[src/rtl/gf16_masked_mul_out_stage_if.sv]
// Bus bundle for the masked GF(16) output-multiply stage: input shares in, output shares out.
interface gf16_masked_mul_out_stage_if;
    logic       x_valid;
    logic [7:0] x_s0;
    logic [7:0] x_s1;
    logic       d_valid;
    logic [3:0] d_s0;
    logic [3:0] d_s1;
    logic [7:0] ran;
    logic       out_valid;
    logic [7:0] out_s0;
    logic [7:0] out_s1;
    logic       seq_err;

    modport master (
        output x_valid, x_s0, x_s1, d_valid, d_s0, d_s1, ran,
        input  out_valid, out_s0, out_s1, seq_err
    );

    modport slave (
        input  x_valid, x_s0, x_s1, d_valid, d_s0, d_s1, ran,
        output out_valid, out_s0, out_s1, seq_err
    );
endinterface

[src/rtl/gf16_masked_mul_out_stage.sv]
// Consumer end of the masked GF(16) inversion: multiplies the shared GF(16) inverse by the
// delayed S-box input nibbles with two DOM-masked products, giving the shared GF(256) inverse.
module gf16_masked_mul_out_stage #(
    parameter int unsigned DELAY = 2
) (
    input logic                         clk,
    input logic                         rst,
    gf16_masked_mul_out_stage_if.slave  bus
);

    localparam int unsigned LAST = DELAY - 1;

    // Polynomial-basis multiply modulo x^4 + x + 1.
    function automatic logic [3:0] gf16_mul(input logic [3:0] a, input logic [3:0] b);
        logic [3:0] acc;
        logic [3:0] sh;
        acc = 4'h0;
        sh  = a;
        for (int i = 0; i < 4; i++) begin
            if (b[i]) acc = acc ^ sh;
            sh = {sh[2:0], 1'b0} ^ (sh[3] ? 4'h3 : 4'h0);
        end
        return acc;
    endfunction

    // Delay line: shares kept in separate registers, never combined.
    logic [DELAY-1:0] dl_valid;
    logic [7:0]       dl_s0 [DELAY];
    logic [7:0]       dl_s1 [DELAY];

    logic       xd_valid;
    logic [7:0] xd_s0;
    logic [7:0] xd_s1;

    assign xd_valid = dl_valid[LAST];
    assign xd_s0    = dl_s0[LAST];
    assign xd_s1    = dl_s1[LAST];

    // Shift the valid bits of the delay line every cycle.
    always_ff @(posedge clk) begin
        if (rst) begin
            dl_valid <= '0;
        end else begin
            dl_valid[0] <= bus.x_valid;
            for (int i = 1; i < int'(DELAY); i++) dl_valid[i] <= dl_valid[i-1];
        end
    end

    // Shift the share data of the delay line every cycle; no reset needed.
    always_ff @(posedge clk) begin
        dl_s0[0] <= bus.x_s0;
        dl_s1[0] <= bus.x_s1;
        for (int i = 1; i < int'(DELAY); i++) begin
            dl_s0[i] <= dl_s0[i-1];
            dl_s1[i] <= dl_s1[i-1];
        end
    end

    // Stage 1: cross-domain products, refreshed with ran before they are ever combined.
    logic [3:0] p00_hi_d, p01_hi_d, p10_hi_d, p11_hi_d;
    logic [3:0] p00_lo_d, p01_lo_d, p10_lo_d, p11_lo_d;
    logic [3:0] p00_hi_q, p01_hi_q, p10_hi_q, p11_hi_q;
    logic [3:0] p00_lo_q, p01_lo_q, p10_lo_q, p11_lo_q;
    logic       s1_valid_q;

    // Compute the four partial products of each nibble product.
    always_comb begin
        // Hi output nibble uses the lo input nibble and ran[7:4].
        p00_hi_d = gf16_mul(bus.d_s0, xd_s0[3:0]);
        p01_hi_d = gf16_mul(bus.d_s0, xd_s1[3:0]) ^ bus.ran[7:4];
        p10_hi_d = gf16_mul(bus.d_s1, xd_s0[3:0]) ^ bus.ran[7:4];
        p11_hi_d = gf16_mul(bus.d_s1, xd_s1[3:0]);
        // Lo output nibble uses the hi input nibble and ran[3:0].
        p00_lo_d = gf16_mul(bus.d_s0, xd_s0[7:4]);
        p01_lo_d = gf16_mul(bus.d_s0, xd_s1[7:4]) ^ bus.ran[3:0];
        p10_lo_d = gf16_mul(bus.d_s1, xd_s0[7:4]) ^ bus.ran[3:0];
        p11_lo_d = gf16_mul(bus.d_s1, xd_s1[7:4]);
    end

    // Stage-1 valid; data registers load only on d_valid.
    always_ff @(posedge clk) begin
        if (rst) s1_valid_q <= 1'b0;
        else     s1_valid_q <= bus.d_valid;
    end

    // Stage-1 product registers.
    always_ff @(posedge clk) begin
        if (bus.d_valid) begin
            p00_hi_q <= p00_hi_d;
            p01_hi_q <= p01_hi_d;
            p10_hi_q <= p10_hi_d;
            p11_hi_q <= p11_hi_d;
            p00_lo_q <= p00_lo_d;
            p01_lo_q <= p01_lo_d;
            p10_lo_q <= p10_lo_d;
            p11_lo_q <= p11_lo_d;
        end
    end

    // Stage 2: fold each share's pair of registered products.
    logic [7:0] out_s0_d, out_s1_d;
    logic [7:0] out_s0_q, out_s1_q;
    logic       out_valid_q;

    // Share 0 from p00/p01, share 1 from p11/p10.
    always_comb begin
        out_s0_d = {p00_hi_q ^ p01_hi_q, p00_lo_q ^ p01_lo_q};
        out_s1_d = {p11_hi_q ^ p10_hi_q, p11_lo_q ^ p10_lo_q};
    end

    // Output registers hold while no stage-1 result is arriving.
    always_ff @(posedge clk) begin
        if (rst) begin
            out_valid_q <= 1'b0;
            out_s0_q    <= 8'h00;
            out_s1_q    <= 8'h00;
        end else begin
            out_valid_q <= s1_valid_q;
            if (s1_valid_q) begin
                out_s0_q <= out_s0_d;
                out_s1_q <= out_s1_d;
            end
        end
    end

    // Sticky flag for any cycle where the inverse and the delayed input disagree on validity.
    logic seq_err_q;
    always_ff @(posedge clk) begin
        if (rst)                          seq_err_q <= 1'b0;
        else if (bus.d_valid != xd_valid) seq_err_q <= 1'b1;
    end

    assign bus.out_valid = out_valid_q;
    assign bus.out_s0    = out_s0_q;
    assign bus.out_s1    = out_s1_q;
    assign bus.seq_err   = seq_err_q;

endmodule

[src/flat_wrapper.sv]
// flat-port wrapper written by rule: the top's interface ports become plain ports
module gf16_masked_mul_out_stage_flat 
#(
    parameter int unsigned DELAY = 2
)
  (clk, rst, bus_x_valid, bus_x_s0, bus_x_s1, bus_d_valid, bus_d_s0, bus_d_s1, bus_ran, bus_out_valid, bus_out_s0, bus_out_s1, bus_seq_err);
  gf16_masked_mul_out_stage_if bus_i ();
  input logic clk;
  input logic rst;
  input wire logic [$bits(bus_i.x_valid)-1:0] bus_x_valid;
  input wire logic [$bits(bus_i.x_s0)-1:0] bus_x_s0;
  input wire logic [$bits(bus_i.x_s1)-1:0] bus_x_s1;
  input wire logic [$bits(bus_i.d_valid)-1:0] bus_d_valid;
  input wire logic [$bits(bus_i.d_s0)-1:0] bus_d_s0;
  input wire logic [$bits(bus_i.d_s1)-1:0] bus_d_s1;
  input wire logic [$bits(bus_i.ran)-1:0] bus_ran;
  output wire logic [$bits(bus_i.out_valid)-1:0] bus_out_valid;
  output wire logic [$bits(bus_i.out_s0)-1:0] bus_out_s0;
  output wire logic [$bits(bus_i.out_s1)-1:0] bus_out_s1;
  output wire logic [$bits(bus_i.seq_err)-1:0] bus_seq_err;
  assign bus_i.x_valid = bus_x_valid;
  assign bus_i.x_s0 = bus_x_s0;
  assign bus_i.x_s1 = bus_x_s1;
  assign bus_i.d_valid = bus_d_valid;
  assign bus_i.d_s0 = bus_d_s0;
  assign bus_i.d_s1 = bus_d_s1;
  assign bus_i.ran = bus_ran;
  assign bus_out_valid = bus_i.out_valid;
  assign bus_out_s0 = bus_i.out_s0;
  assign bus_out_s1 = bus_i.out_s1;
  assign bus_seq_err = bus_i.seq_err;
  gf16_masked_mul_out_stage #(.DELAY(DELAY)) u_core (.clk(clk), .rst(rst), .bus(bus_i));
endmodule
[config.mk]
export PLATFORM = sky130hd
export DESIGN_NAME = gf16_masked_mul_out_stage_flat
export DESIGN_NICKNAME = d
export VERILOG_FILES = /design/src/rtl/gf16_masked_mul_out_stage_if.sv /design/src/rtl/gf16_masked_mul_out_stage.sv /design/src/flat_wrapper.sv
export SDC_FILE = /design/constraint.sdc
export NUM_CORES = 1
export LEC_CHECK = 0
export CAP_MARGIN = 10
export CORE_MARGIN = 8
export CORE_UTILIZATION = 51
export CTS_CLUSTER_DIAMETER = 50
export DETAILED_ROUTE_END_ITERATION = 7
export HOLD_SLACK_MARGIN = 0.06
export PLACE_DENSITY = 0.77
export SLEW_MARGIN = 25
export SYNTH_ARGS = -nofsm -noshare
export SYNTH_HDL_FRONTEND = slang
export SYNTH_SLANG_ARGS = --single-unit
[constraint.sdc]
create_clock -name clk -period 1.5 [get_ports clk]
set_input_delay 0.15 -clock clk [delete_from_list [all_inputs] [get_ports clk]]
set_output_delay 0.15 -clock clk [all_outputs]
set_load 0.005 [all_outputs]
# Yosys cells after proc, flatten, opt, wreduce, memory -nomap -nowiden
# Memories as Yosys holds them, arrays and structs flattened.
# Index checks and enable logic that the tools add are counted.
[totals] reg_bits=53 ramBits=32 inputBits=36 elab_cells=93 memories=2
[op_classes] eq_ne=1 muxes=38 bitwise=38
[mem_list] name="u_core.dl_s0" depth=2 word_bits=8 rd=2 rd_clocked_by_memory_dff=0 wr=2 line_no="gf16_masked_mul_out_stage.sv:28" source="logic [7:0] dl_s0 [DELAY];"
[mem_list] name="u_core.dl_s1" depth=2 word_bits=8 rd=2 rd_clocked_by_memory_dff=0 wr=2 line_no="gf16_masked_mul_out_stage.sv:29" source="logic [7:0] dl_s1 [DELAY];"
[ops] cell="$xor A4 B4 Y4" n=38
[ops] cell="$mux W4" n=32
[ops] cell="$mux W2" n=6
[ops] cell="$ne A1 B1 Y1" n=1

# Longest topological paths before layout
[depth] depth_word=9 mapped_depth=6 ltp_nobuf=4

# Least setup slack after synthesis
# No wires, ideal clock.
[synth_path] kind="flip-flop to flip-flop" startpoint="memory u_core.dl_s0[1][6] (netlist: u_core.dl_s0[0][14])" endpoint="register u_core.p00_lo_q[1] (data pin)" setup_ps=263 t_arrival_ps=1176 path_slack_ps=61 stages_incl_launch_ff=7 synth_period_minus_slack_ps=1439 path_cell_list="dfxtp_1 -> buf_2 -> clkbuf_1 -> o22ai_1 -> nor2_1 -> o221ai_1 -> xor2_1"
[synth_lines] element="start, declared" line_no="gf16_masked_mul_out_stage.sv:28"
[synth_lines] element="end signal, assigned" line_no="gf16_masked_mul_out_stage.sv:93" source="p00_lo_q <= p00_lo_d;"
[synth_lines] element="end, declared" line_no="gf16_masked_mul_out_stage.sv:63" source="logic [3:0] p00_lo_q, p01_lo_q, p10_lo_q, p11_lo_q;"

==> out/results.tsv <==
stage	metric	value	unit
grt	maximum number of pins on one net before global-route repair	35	
finish	number of diodes added for antenna fixing	0	
power_and_ir_drop	Pleak	2.27	nW
power_and_ir_drop	PwrDens	974	mW/mm2
critical_path	Setup crit end kind	flip-flop	
timing	max-slew violations	0	
outcome	result of the run	finished, final reports clean	
yosys	Synth async-reset ratio	0	
placement	Port-buffer cells	53	
timing	post-route worst setup slack	10.8	ps
clock_tree	clock root cell	clkbuf_8	
yosys	area fraction of the dominant cell type after synthesis	0.231	
detailed_routing	drt first pass iters	4	
die	number of top-level pins	54	
placement	routability congestion estimate from global placement	0.868	
clock_tree	Hold Buf Count CTS	0	
timing	post-route clock period utilization	0.993	
timing	Fmax	672	MHz
finish	layout overhead on the synthesized area	28.6	%
yosys	Syn. warnings	0	
detailed_routing	Routed WL	10.3	mm
critical_path	crit path buf inv count	1	
power_and_ir_drop	Worst VDD drop	0.556	mV
yosys	top area cells in the synthesized netlist	dfxtp_1, edfxtp_1, xnor2_1, nand2_1, xor2_1	
yosys	Cell Area, Synth	0.00459	mm2
detailed_routing	DR vias	3452	
die	Std-Cell Rows	34	
clock_tree	Worst-path clk slew	80	ps
clock_tree	largest buffer count on any clock path	2	
clock_tree	Clock Sinks	85	
die	CORE AREA	0.00872	mm2
timing	slew at the pin with the worst max-slew slack	372	ps
critical_path	Startpoint Class	flip-flop	
grt	Overall Global Routing Usage	0.167	
power_and_ir_drop	Total Power	0.00575	W
grt	sum of overflow across all layers after global routing	0	
detailed_routing	number of remaining DRC errors	0	
timing	Slew headroom	0.752	
detailed_routing	routed via count divided by cell count	5.19	
critical_path	Critical Path, Cell by Cell	buf_4, and4bb_2, a221oi_4, xnor2_2, xnor2_2	
placement	half-perimeter wire length after detailed placement	7.76	mm
yosys	most numerous cell types in the synthesized netlist	nand2_1, xnor2_1, dfxtp_1	
critical_path	delay-heaviest family, CP	flip-flops	
die	die boundary height	111	um
yosys	number of unique standard cell types used by synthesis	41	
clock_tree	insertion delay of the later-clocked pin in the worst-skew pair	350	ps
critical_path	stage delay of the slowest cell on the critical path	340	ps
critical_path	largest driver fanout on the critical path	3	
yosys	EDFF count, synth	32	
grt	first-pass GRT wire length	16.9	mm
timing	unrepaired setup endpoints after global routing	yes	
die	initial core utilization	0.526	
critical_path	Slowest-stage cell, CP	dfxtp_2	
timing	final hold slack	237	ps
timing	worst setup skew after layout	6.51	ps
finish	fraction of layout instances using a drive strength above 1	0.206	
detailed_routing	WL per Instance	15.5	um
timing	number of setup violations in the final report	0	
yosys	synthesized instance count	472	
die	width of the die	111	um
flow_run	Max Cap Viol	0	
placement	worst slack, placed	-387	ps
yosys	sequential share of the synthesized area	0.441	
grt	antenna violations before repair	0	
clock_tree	clock tree from TritonCTS	built	
finish	Total Nets Final	589	
die	total die area	0.0123	mm2
yosys	most instantiated library cell after synthesis	nand2_1	
detailed_routing	remaining number of nets flagged by the antenna check after routing	0	
yosys	dominant cell type by area after synthesis	dfxtp_1	
timing	Final Hold Vio Count	0	
yosys	most common flop cell mapped by yosys	dfxtp_1	
detailed_routing	drt initial violations	204	
grt	number of global-route vias before repair	3433	
critical_path	Crit path required time	1600	ps
min_path	Hold/Removal Path Class	primary input to flip-flop	
critical_path	Setup Crit Path Kind	flip-flop to flip-flop	
timing	shortest period the worst path allows	1490	ps
yosys	number of synthesized register bits	85	
clock_tree	CTS Buf Count	9	
critical_path	arrival time at the worst endpoint	1590	ps
clock_tree	H-tree level count	3	
yosys	net count after synthesis	508	
critical_path	most used cell, CP	xnor2_2	
yosys	mean instance size in the synthesized netlist	9.72	um2
-- flip-flops by register name, indices dropped and copies added (netlist names) --
register / cells
u_core.bus.out_s0: 8
u_core.bus.out_s1: 8
u_core.bus.out_valid: 1
u_core.bus.seq_err: 1
u_core.dl_s0: 16
u_core.dl_s1: 16
u_core.dl_valid: 2
u_core.p00_hi_q: 4
u_core.p00_lo_q: 4
u_core.p01_hi_q: 4
u_core.p01_lo_q: 4
u_core.p10_hi_q: 4
u_core.p10_lo_q: 4
u_core.p11_hi_q: 4
u_core.p11_lo_q: 4
u_core.s1_valid_q: 1
-- logic make-up after synthesis --
| group | Yosys count | synth area share |
|---|---|---|
| simple gates | 142 | 0.138 |
| compound gates | 68 | 0.115 |
| flops | 85 | 0.441 |
| mux | 20 | 0.0456 |
| buf+inv | 48 | 0.0488 |
| xor+xnor | 109 | 0.211 |
-- layout make-up --
cell class              instances  area, um2
clock buffers                  11        131
clock inverters                 4       50.0
fillers                       691       2820
inverters                       4       15.0
multi-input cells             339       2440
flip-flops and latches         85       2030
well taps                     108        135
repair buffers                114       1100
-- metrics by stage --
stage	cells	cell area (um2)	setup TNS (ps)	util
floorplan	472	4590	0	-
global placement	649	5580	-8150	0.640
detailed placement	649	5580	-8890	0.640
CTS	665	5780	-8.73	0.663
global route	665	5900	-56.6	0.677
finish	665	5900	0	0.677
-- final timing paths --
path                       start  cells past startpoint             endpoint  slack, ps
max reg2reg  u_core.dl_s0[0][11]                      5   u_core.p10_hi_q[1]         10
min reg2reg   u_core.dl_s0[0][7]                      0  u_core.dl_s0[0][15]        330
min                  bus_x_s1[6]                      1   u_core.dl_s1[0][6]        240
max          u_core.dl_s0[0][11]                      5   u_core.p10_hi_q[1]         10
-- power by group --
part / internal [W] / switching (W)
Combinational: 0.000773 / 0.000636
Clock: 0.000759 / 0.000778
Sequential: 0.00268 / 0.000124
-- placed cells by master (no fill, tap or decap), drive strengths merged, types with 4 or more instances in the layout --
| cell | n |
|---|---|
| nand3 | 8 |
| dlymetal6s2s | 5 |
| inv | 4 |
| clkbuf | 11 |
| xnor2 | 78 |
| dfxtp | 53 |
| nand2b | 7 |
| mux2i | 13 |
| xor2 | 31 |
| o221a | 7 |
| nor2 | 27 |
| clkdlybuf4s50 | 47 |
| o21ai | 13 |
| a21oi | 9 |
| o221ai | 5 |
| buf | 61 |
| mux2 | 7 |
| nor2b | 8 |
| nand3b | 4 |
| nand2 | 79 |
| o22ai | 5 |
| a22oi | 6 |
| a211oi | 18 |
| edfxtp | 32 |
-- per-layer routing --
metal | track usage | part of all wire | vias to the layer above
met1 | 0.211 | 0.46 | 1618
met5 | 0 | 0 | -
met2 | 0.270 | 0.49 | 86
met4 | 0.0631 | 0.0081 | 0
li1 | - | - | 1742
met3 | 0.0368 | 0.047 | 6
-- repair_timing --
action                                  in CTS  in global routing
setup buffers                                1                  0
resized for setup                            6                 25
endpoints found under the setup margin       3                 18
pin swaps                                    5                  6
Power figures use the tool's default switching activity.
